$ cat src/rtl/extrema_detect.sv
// Streaming local-extremum detector: confirms peaks (EXT_TYPE=1) or valleys (EXT_TYPE=0)
// of a signed 16-bit stream. Optional hysteresis threshold enabled by macro EXTR_HYST_EN.
module extrema_detect #(
    parameter int EXT_TYPE = 1,
    parameter int HYST     = 4
) (
    input  logic        CLK,
    input  logic        RSTn,
    input  logic [15:0] Din,
    input  logic        Din_vld,
    output logic        Trg,
    output logic [15:0] Mout,
    output logic [15:0] Pout
);

    typedef enum logic [1:0] {
        INIT        = 2'd0,
        SEEK_VALLEY = 2'd1,
        SEEK_PEAK   = 2'd2
    } state_t;

`ifdef EXTR_HYST_EN
    localparam logic signed [16:0] THRESH = 17'(HYST);
`else
    localparam logic signed [16:0] THRESH = 17'sd1;
`endif

    // A bad HYST override is rejected even when hysteresis is compiled out.
    if (HYST < 1 || HYST > 32767) begin : g_bad_hyst
        $error("extrema_detect: HYST must be in 1..32767");
    end

    state_t             state_q, state_d;
    logic signed [16:0] c_q, c_d;
    logic signed [16:0] v_q, v_d;
    logic [15:0]        cp_q, cp_d;
    logic [15:0]        cm_q, cm_d;
    logic [15:0]        n_q, n_d;
    logic [15:0]        mout_q, mout_d;
    logic [15:0]        pout_q, pout_d;
    logic               trg_q, trg_d;

    logic signed [16:0] din_sx;
    logic signed [16:0] x;
    logic signed [16:0] rise_v;
    logic signed [16:0] drop_c;

    // Minima are found as maxima of the negated stream; 17 bits make -(-32768) exact,
    // and every difference below stays in range without saturation.
    always_comb begin
        // NOTE: every comb output gets a default first so no path can infer a latch.
        state_d = state_q;
        c_d     = c_q;
        v_d     = v_q;
        cp_d    = cp_q;
        cm_d    = cm_q;
        n_d     = n_q;
        mout_d  = mout_q;
        pout_d  = pout_q;
        trg_d   = 1'b0;

        din_sx = {Din[15], Din};
        x      = (EXT_TYPE != 0) ? din_sx : -din_sx;
        rise_v = x - v_q;
        drop_c = c_q - x;

        if (Din_vld) begin
            n_d = n_q + 16'd1;
            unique case (state_q)
                INIT: begin
                    v_d     = x;
                    state_d = SEEK_VALLEY;
                end
                SEEK_VALLEY: begin
                    if (rise_v < 0) begin
                        v_d = x;
                    end else if (rise_v >= THRESH) begin
                        c_d     = x;
                        cm_d    = Din;
                        cp_d    = n_q;
                        state_d = SEEK_PEAK;
                    end
                end
                SEEK_PEAK: begin
                    // Strict > keeps the first sample of a plateau as the candidate.
                    if (x > c_q) begin
                        c_d  = x;
                        cm_d = Din;
                        cp_d = n_q;
                    end else if (drop_c >= THRESH) begin
                        mout_d  = cm_q;
                        pout_d  = cp_q + 16'd2;
                        trg_d   = 1'b1;
                        v_d     = x;
                        state_d = SEEK_VALLEY;
                    end
                end
                default: state_d = INIT;
            endcase
        end
    end

    always_ff @(posedge CLK) begin
        // NOTE: sequential state uses non-blocking assignments so all flops update together.
        if (!RSTn) begin
            state_q <= INIT;
            c_q     <= '0;
            v_q     <= '0;
            cp_q    <= '0;
            cm_q    <= '0;
            n_q     <= '0;
            mout_q  <= '0;
            pout_q  <= '0;
            trg_q   <= 1'b0;
        end else begin
            state_q <= state_d;
            c_q     <= c_d;
            v_q     <= v_d;
            cp_q    <= cp_d;
            cm_q    <= cm_d;
            n_q     <= n_d;
            mout_q  <= mout_d;
            pout_q  <= pout_d;
            trg_q   <= trg_d;
        end
    end

    assign Trg  = trg_q;
    assign Mout = mout_q;
    assign Pout = pout_q;

endmodule

$ cat config.mk
export PLATFORM = sky130hd
export DESIGN_NAME = extrema_detect
export DESIGN_NICKNAME = d
export VERILOG_FILES = /design/src/rtl/extrema_detect.sv
export SDC_FILE = /design/constraint.sdc
export NUM_CORES = 1
export LEC_CHECK = 0
export ABC_CLOCK_PERIOD_IN_PS = 10510
export CAP_MARGIN = 0
export CORE_ASPECT_RATIO = 2
export CORE_UTILIZATION = 64
export DETAILED_ROUTE_END_ITERATION = 16
export PLACE_DENSITY_LB_ADDON = 0.15
export SETUP_SLACK_MARGIN = 0.02
export SKIP_LAST_GASP = 1
export SLEW_MARGIN = 20
export SYNTH_ARGS = -nofsm -noshare
export SYNTH_HDL_FRONTEND = slang
export SYNTH_SLANG_ARGS = --single-unit
$ cat constraint.sdc
create_clock -name CLK -period 10.51 [get_ports CLK]
set_clock_uncertainty 0.1 [all_clocks]
set_input_delay 1.5765 -clock CLK [delete_from_list [all_inputs] [get_ports CLK]]
set_output_delay 1.5765 -clock CLK [all_outputs]
set_load 0.03 [all_outputs]
Yosys cells after proc, flatten, opt, wreduce, memory -nomap -nowiden
Cells that the tools add are included.
Operators by class
  $add $sub $neg: 4
  order comparisons: 4
  eq/ne operators: 8
  mux-type cells: 22
  bitwise logic cells: 4
  reduce and logical (&&, ||, !) cells: 8
Operator list (number)
  17-bit 2-to-1 mux: 6
  16-bit 2-to-1 mux: 6
  16-bit case mux with 2 select lines: 2
  17-bit case mux with 3 select lines: 1
  17-bit by 2-bit greater-or-equal comparator with 1-bit output (second input constant): 2
  17-bit case mux with 2 select lines: 1
  16-bit by 17-bit greater-than comparator with 1-bit output: 1
  17-bit by 1-bit < comparator with 1-bit output (second input constant): 1
  16-bit by 17-bit subtractor with 17-bit output: 1
  17-bit by 16-bit subtractor with 17-bit output: 1
  16-bit by 1-bit adder with 16-bit output (second input constant): 1
  16-bit by 2-bit adder with 16-bit output (second input constant): 1
  5-bit AND reduction: 3
  2-bit inequality test (second input constant): 6
  2-bit 2-to-1 mux: 4
  2-bit case mux with 3 select lines: 1
  1-bit inverter: 4
  4-bit AND reduction: 1
  4-bit OR reduction: 1
  3-bit nonzero test: 1
  2-bit by 1-bit == test with 1-bit output (second input constant): 1
  2-bit == test (second input constant): 1
  2-bit zero test: 1
  2-bit nonzero test: 1
  1-bit 2-to-1 mux: 1
Word-level totals
  register bits after elaboration: 117
  bits of input ports: 19
  output and inout bits: 33
  logic and storage cells: 59

Logic depth before layout (Yosys ltp)
  word-level depth: 5
  mapped depth: 14
  depth with buffers taken out: 12

Worst setup path after synthesis
Ideal clock, no wire load.
  path kind: input to register
  start: input Din[0]
  end: register v_q[10]
  setup time: 0.072 ns
  data arrival time: 4.515 ns
  required time: 10.338 ns
  slack: 5.824 ns
  cell stages on the path: 12
  buffers on the path: 1
  cell sequence: ha_1 -> fa_1 -> nand2b_1 -> a21oi_1 -> nor4b_1 -> or4b_4 -> nor4b_2 -> nand4_1 -> o311a_1 -> a31oi_4 -> buf_12 -> mux2i_1
Between the ends
  cells in the longest elaborated chain, start to end: 4
  elaborated cells on any way between the ends: 9
  classes of those cells: add/sub (2); order compare (3); eq/ne (3); reduce/logical (1)
Ends and longest elaborated chain
  start, declared: line 9  | input logic [15:0] Din,
  16-bit by 17-bit subtractor with 17-bit output / 17-bit by 16-bit subtractor with 17-bit output (equally long branches): line 64, 65
  17-bit by 1-bit < comparator with 1-bit output / 17-bit by 2-bit greater-or-equal comparator with 1-bit output (equally long branches): line 75, 90
  2-bit inequality test (no source line)
  5-bit AND reduction (no source line) *
  end signal, assigned: line 118  | v_q <= v_d;
  end, declared: line 35  | logic signed [16:0] v_q, v_d;
Mark *: on every way between the ends. The rest lies on a longest branch, timed or not.
A chain may end at the register's enable or synchronous reset.

Worst setup path after layout
  start: input Din[0]
  end: register mout_q[5], in the netlist Mout[5]
Between the ends
  cells in the longest elaborated chain, start to end: 3
  elaborated cells on any way between the ends: 5
  classes of those cells: add/sub (1); order compare (2); bitwise (1); reduce/logical (1)
Ends and longest elaborated chain
  17-bit by 16-bit subtractor with 17-bit output / 16-bit by 17-bit greater-than comparator with 1-bit output (equally long branches): line 65, 86
  17-bit by 2-bit greater-or-equal comparator with 1-bit output / 1-bit inverter (equally long branches)
  4-bit AND reduction (no source line) *
  end signal, assigned: line 122  | mout_q <= mout_d;
  end, declared: line 39  | logic [15:0] mout_q, mout_d;
Marks and branches as above.

==> results by group <==
Clocking
  – Post-CTS setup buffers: 0
  – CTS max path bufs: 2
  – CTS root buf: clkbuf_16
  – Clock Pin Slew Worst Setup and Hold Paths: 0.08 ns
  – H-tree depth: 3
  – CTS Buf Count: 9
  – Cts-stage hold buffer count: 0
  – Worst-skew pair later-pin latency: 0.35 ns
  – CTS Sinks: 99
  – CTS tree: built
  – Number of gates resized after CTS: 0

Place
  – Number of port buffers: between 50 and 60
  – Dpl hpwl: 13.95 mm
  – GP Congestion: about 0.94
  – Placed insts: 906

Detailed routing
  – Routed wire length: 18.55 mm
  – Vias: a little under 6000
  – Routed vias/inst: about 6.3
  – DR pass1 iterations: 5
  – Residual DRC: 0
  – Iter 0 DRT Violations: ~400
  – Antenna-violating nets left: 0
  – Routed wire per std cell: 20.12 um

Timing
  – Minimum clock period: around 5.8 ns
  – Final hold slack: roughly 0.36 ns
  – Slew Limit Fails: 0
  – Unrepaired setup endpoints after global routing: false
  – Final setup vio count: 0
  – Max Fclk: approximately 170 MHz
  – Setup TNS: 0 ns
  – Slew HR: between 30% and 40%
  – Final Cycle Share: 54.80%
  – Tightest Pin Transition: approximately 0.97 ns
  – Number of failing hold endpoints at the final stage: 0

Yosys
  – Yosys top cell by area: dfxtp_1
  – Yosys top cell area share: 30.82%
  – Post-synthesis net count: around 820
  – Synth Warn #: 0
  – Largest family of logic cells by synthesized area: simple AND/OR/NAND/NOR gates
  – Synth Area in XOR/XNOR: roughly 4.6%
  – Fraction of the mapped netlist area in simple logic gates: 22.47%
  – Top post-synthesis cells by area: dfxtp_1, mux2i_1, nand2_1
  – Count leader, synth: nand2_1
  – Yosys reg bits: 99
  – Post-synth top cells: nand2_1, dfxtp_1, mux2i_1
  – Area of the mapped netlist: around 6400 um^2
  – Post-synth cell types: 86
  – Syn Area/Cell: between 8 and 9 um^2
  – Mapped Cells: 761
  – Main synth FF type: dfxtp_1
  – Synth Area in Compound Gates: 16.38%
  – Register area share after synthesis: a little under a third
  – Synth Area in Adders: 7.237%
  – Number of synthesized flops with an enable pin: 0
  – Asr flop ratio synth: 0%
  – Post-synthesis mux area share: 11.69%

Critical path
  – Crit path max fanout: 16
  – Crit path buf inv count: 1
  – WP data required: between 10 and 15 ns
  – CP arrival: about 5.9 ns
  – Critical path's largest stage delay: between 0.9 and 1 ns
  – Worst path top cell family by delay: simple AND/OR/NAND/NOR gates
  – Critical path class: input pin to register
  – Crit path cell chain: clkdlybuf4s50_1 > ha_1 > fa_1 > nand2b_1 > a21oi_1 > nor4b_1 > nor4_1 > o2111ai_1 > nor4bb_1 > nand4_1 > nand3_1 > mux2i_1
  – Crit path max-delay cell type: nand3_1
  – CP endpoint kind: register
  – CP startpoint kind: input pin

Layout
  – Multi-input gate area: ~4000 um^2
  – Share of cells above drive strength 1: about 5.2%
  – FF/Latch Area: roughly 2000 um^2
  – Layout area overhead: 11.13%
  – # fillers: between 700 and 800
  – ANT cells: 0
  – Layout Nets: 840
  – Finished Layout Cells: between 900 and 1000

Outcome
  – Outcome: finished clean

Global route
  – Global Route Usage Sum: a little over a third
  – Vias in the first global route: approximately 5800
  – Initial antenna violation count: 0
  – First-pass GRT wire length: approximately 29 mm
  – Largest net degree at the start of global routing: between 70 and 80
  – Total congestion overflow: 0

Worst hold path
  – Min-Delay Path Class: register to register

Floorplanning
  – Starting Density: 65.87%
  – FP Rows: 51
  – Core area: roughly 9800 um^2
  – Die X-Extent: ~73 um
  – DIE HEIGHT: 143.8 um
  – Die area: ~10000 um^2
  – IO Count: 52

Power and ir drop
  – Pwr Density: around 140 nW/um^2
  – Peak supply drop: roughly 0.11 mV
  – Combinational Power Share: about 28%
  – Clock network power share: 33.3%
  – Power Total: 0.001029 W
  – Net Sw Frac: 34.20%
  – P_int: between 0.0006 and 0.0007 W
  – NetSw: ~0.00035 W
  – Sequential share of power: about two fifths
  – Leak: between 2 and 3 nW

Run
  – Total of max-cap violations: 0
-- worst paths after layout --
| path | from | to | slack [ns] | cells past startpoint |
|---|---|---|---|---|
| worst min-delay path | v_q[9]$_SDFFE_PN0P_ | v_q[9]$_SDFFE_PN0P_ | 0.36 | 2 |
| worst max-delay path | Din[0] | Mout[5]$_SDFFE_PN0P_ | 4.75 | 12 |
| worst min register to register | v_q[9]$_SDFFE_PN0P_ | v_q[9]$_SDFFE_PN0P_ | 0.36 | 2 |
| worst max register to register | c_q[0]$_SDFFE_PN0P_ | Mout[5]$_SDFFE_PN0P_ | 6.10 | 12 |
-- layer usage --
metal  share of wire (%)  vias to the layer above  wire, um  GRT usage (%)
li1                    -                     2756         -              -
met1                  35                     2769      6406          33.99
met3                 4.3                       84       806          5.540
met4                 7.2                        0      1332          26.42
met5                   0                        -         0              0
met2                  54                      205     10010          69.06
-- registers in the layout (all words and copies together) (netlist names) --
| name | count |
|---|---|
| v_q | 16 |
| c_q | 16 |
| Pout | 16 |
| Mout | 16 |
| state_q | 2 |
| cp_q | 16 |
| n_q | 16 |
| Trg | 1 |
-- cells in the final DEF (no fill, tap or decap), drive strengths merged, types with 4 or more instances in the layout --
master,n
a2111oi,5
a211oi,17
a21o,8
a21oi,23
a31oi,11
and3,12
and4,5
clkbuf,10
clkdlybuf4s50,50
clkinv,4
dfxtp,99
ha,34
inv,43
mux2i,74
nand2,140
nand2b,10
nand3,14
nand3b,4
nand4,9
nor2,41
nor2b,13
nor3,9
nor3b,4
o2111ai,9
o21a,6
o21ai,20
o221ai,6
o22ai,4
o31a,4
or3,6
xnor2,21
xor2,13
-- power by group through the flow --
stage                     clock network (W)  registers, W  logic (W)
after floorplan                           0      0.000408   0.000211
after global placement                    0      0.000408   0.000268
after detailed placement                  0      0.000409   0.000274
after CTS                          0.000342      0.000401   0.000277
after global routing               0.000356      0.000403   0.000303
final                              0.000342      0.000401   0.000286
-- stage by stage --
stage | setup WS (ns) | area (um^2) | util, %
floorplan | 5.824 | 6431 | -
global placement | 4.567 | 6838 | 70.04
detailed placement | 4.413 | 6838 | 70.04
CTS | 4.765 | 7147 | 73.20
global route | 4.362 | 7147 | 73.20
finish | 4.751 | 7147 | 73.20
-- final cells by class --
cell class	count	area share (%)
Tap cell	132	2.311
Multi-Input combinational cell	581	56.16
Inverter	41	2.153
Clock buffer	10	3.344
Timing Repair Buffer	53	7.318
Clock inverter	6	0.9804
Sequential cell	99	27.73
-- worst min-delay path, cell delays in order, from the launching register on --
cell,delay (ns)
dfxtp_1,0.31
nand2_1,0.05
mux2i_1,0.05
-- logic make-up after synthesis --
group	count (synthesis)
AOI/OAI and AO/OA	142
muxes	75
xor gates and xnor gates	34
adders and majority gates	36
and+or+nand+nor	294
buffers and inverters	81
DFF	99
No activity file was read; power rests on OpenSTA's default activity.
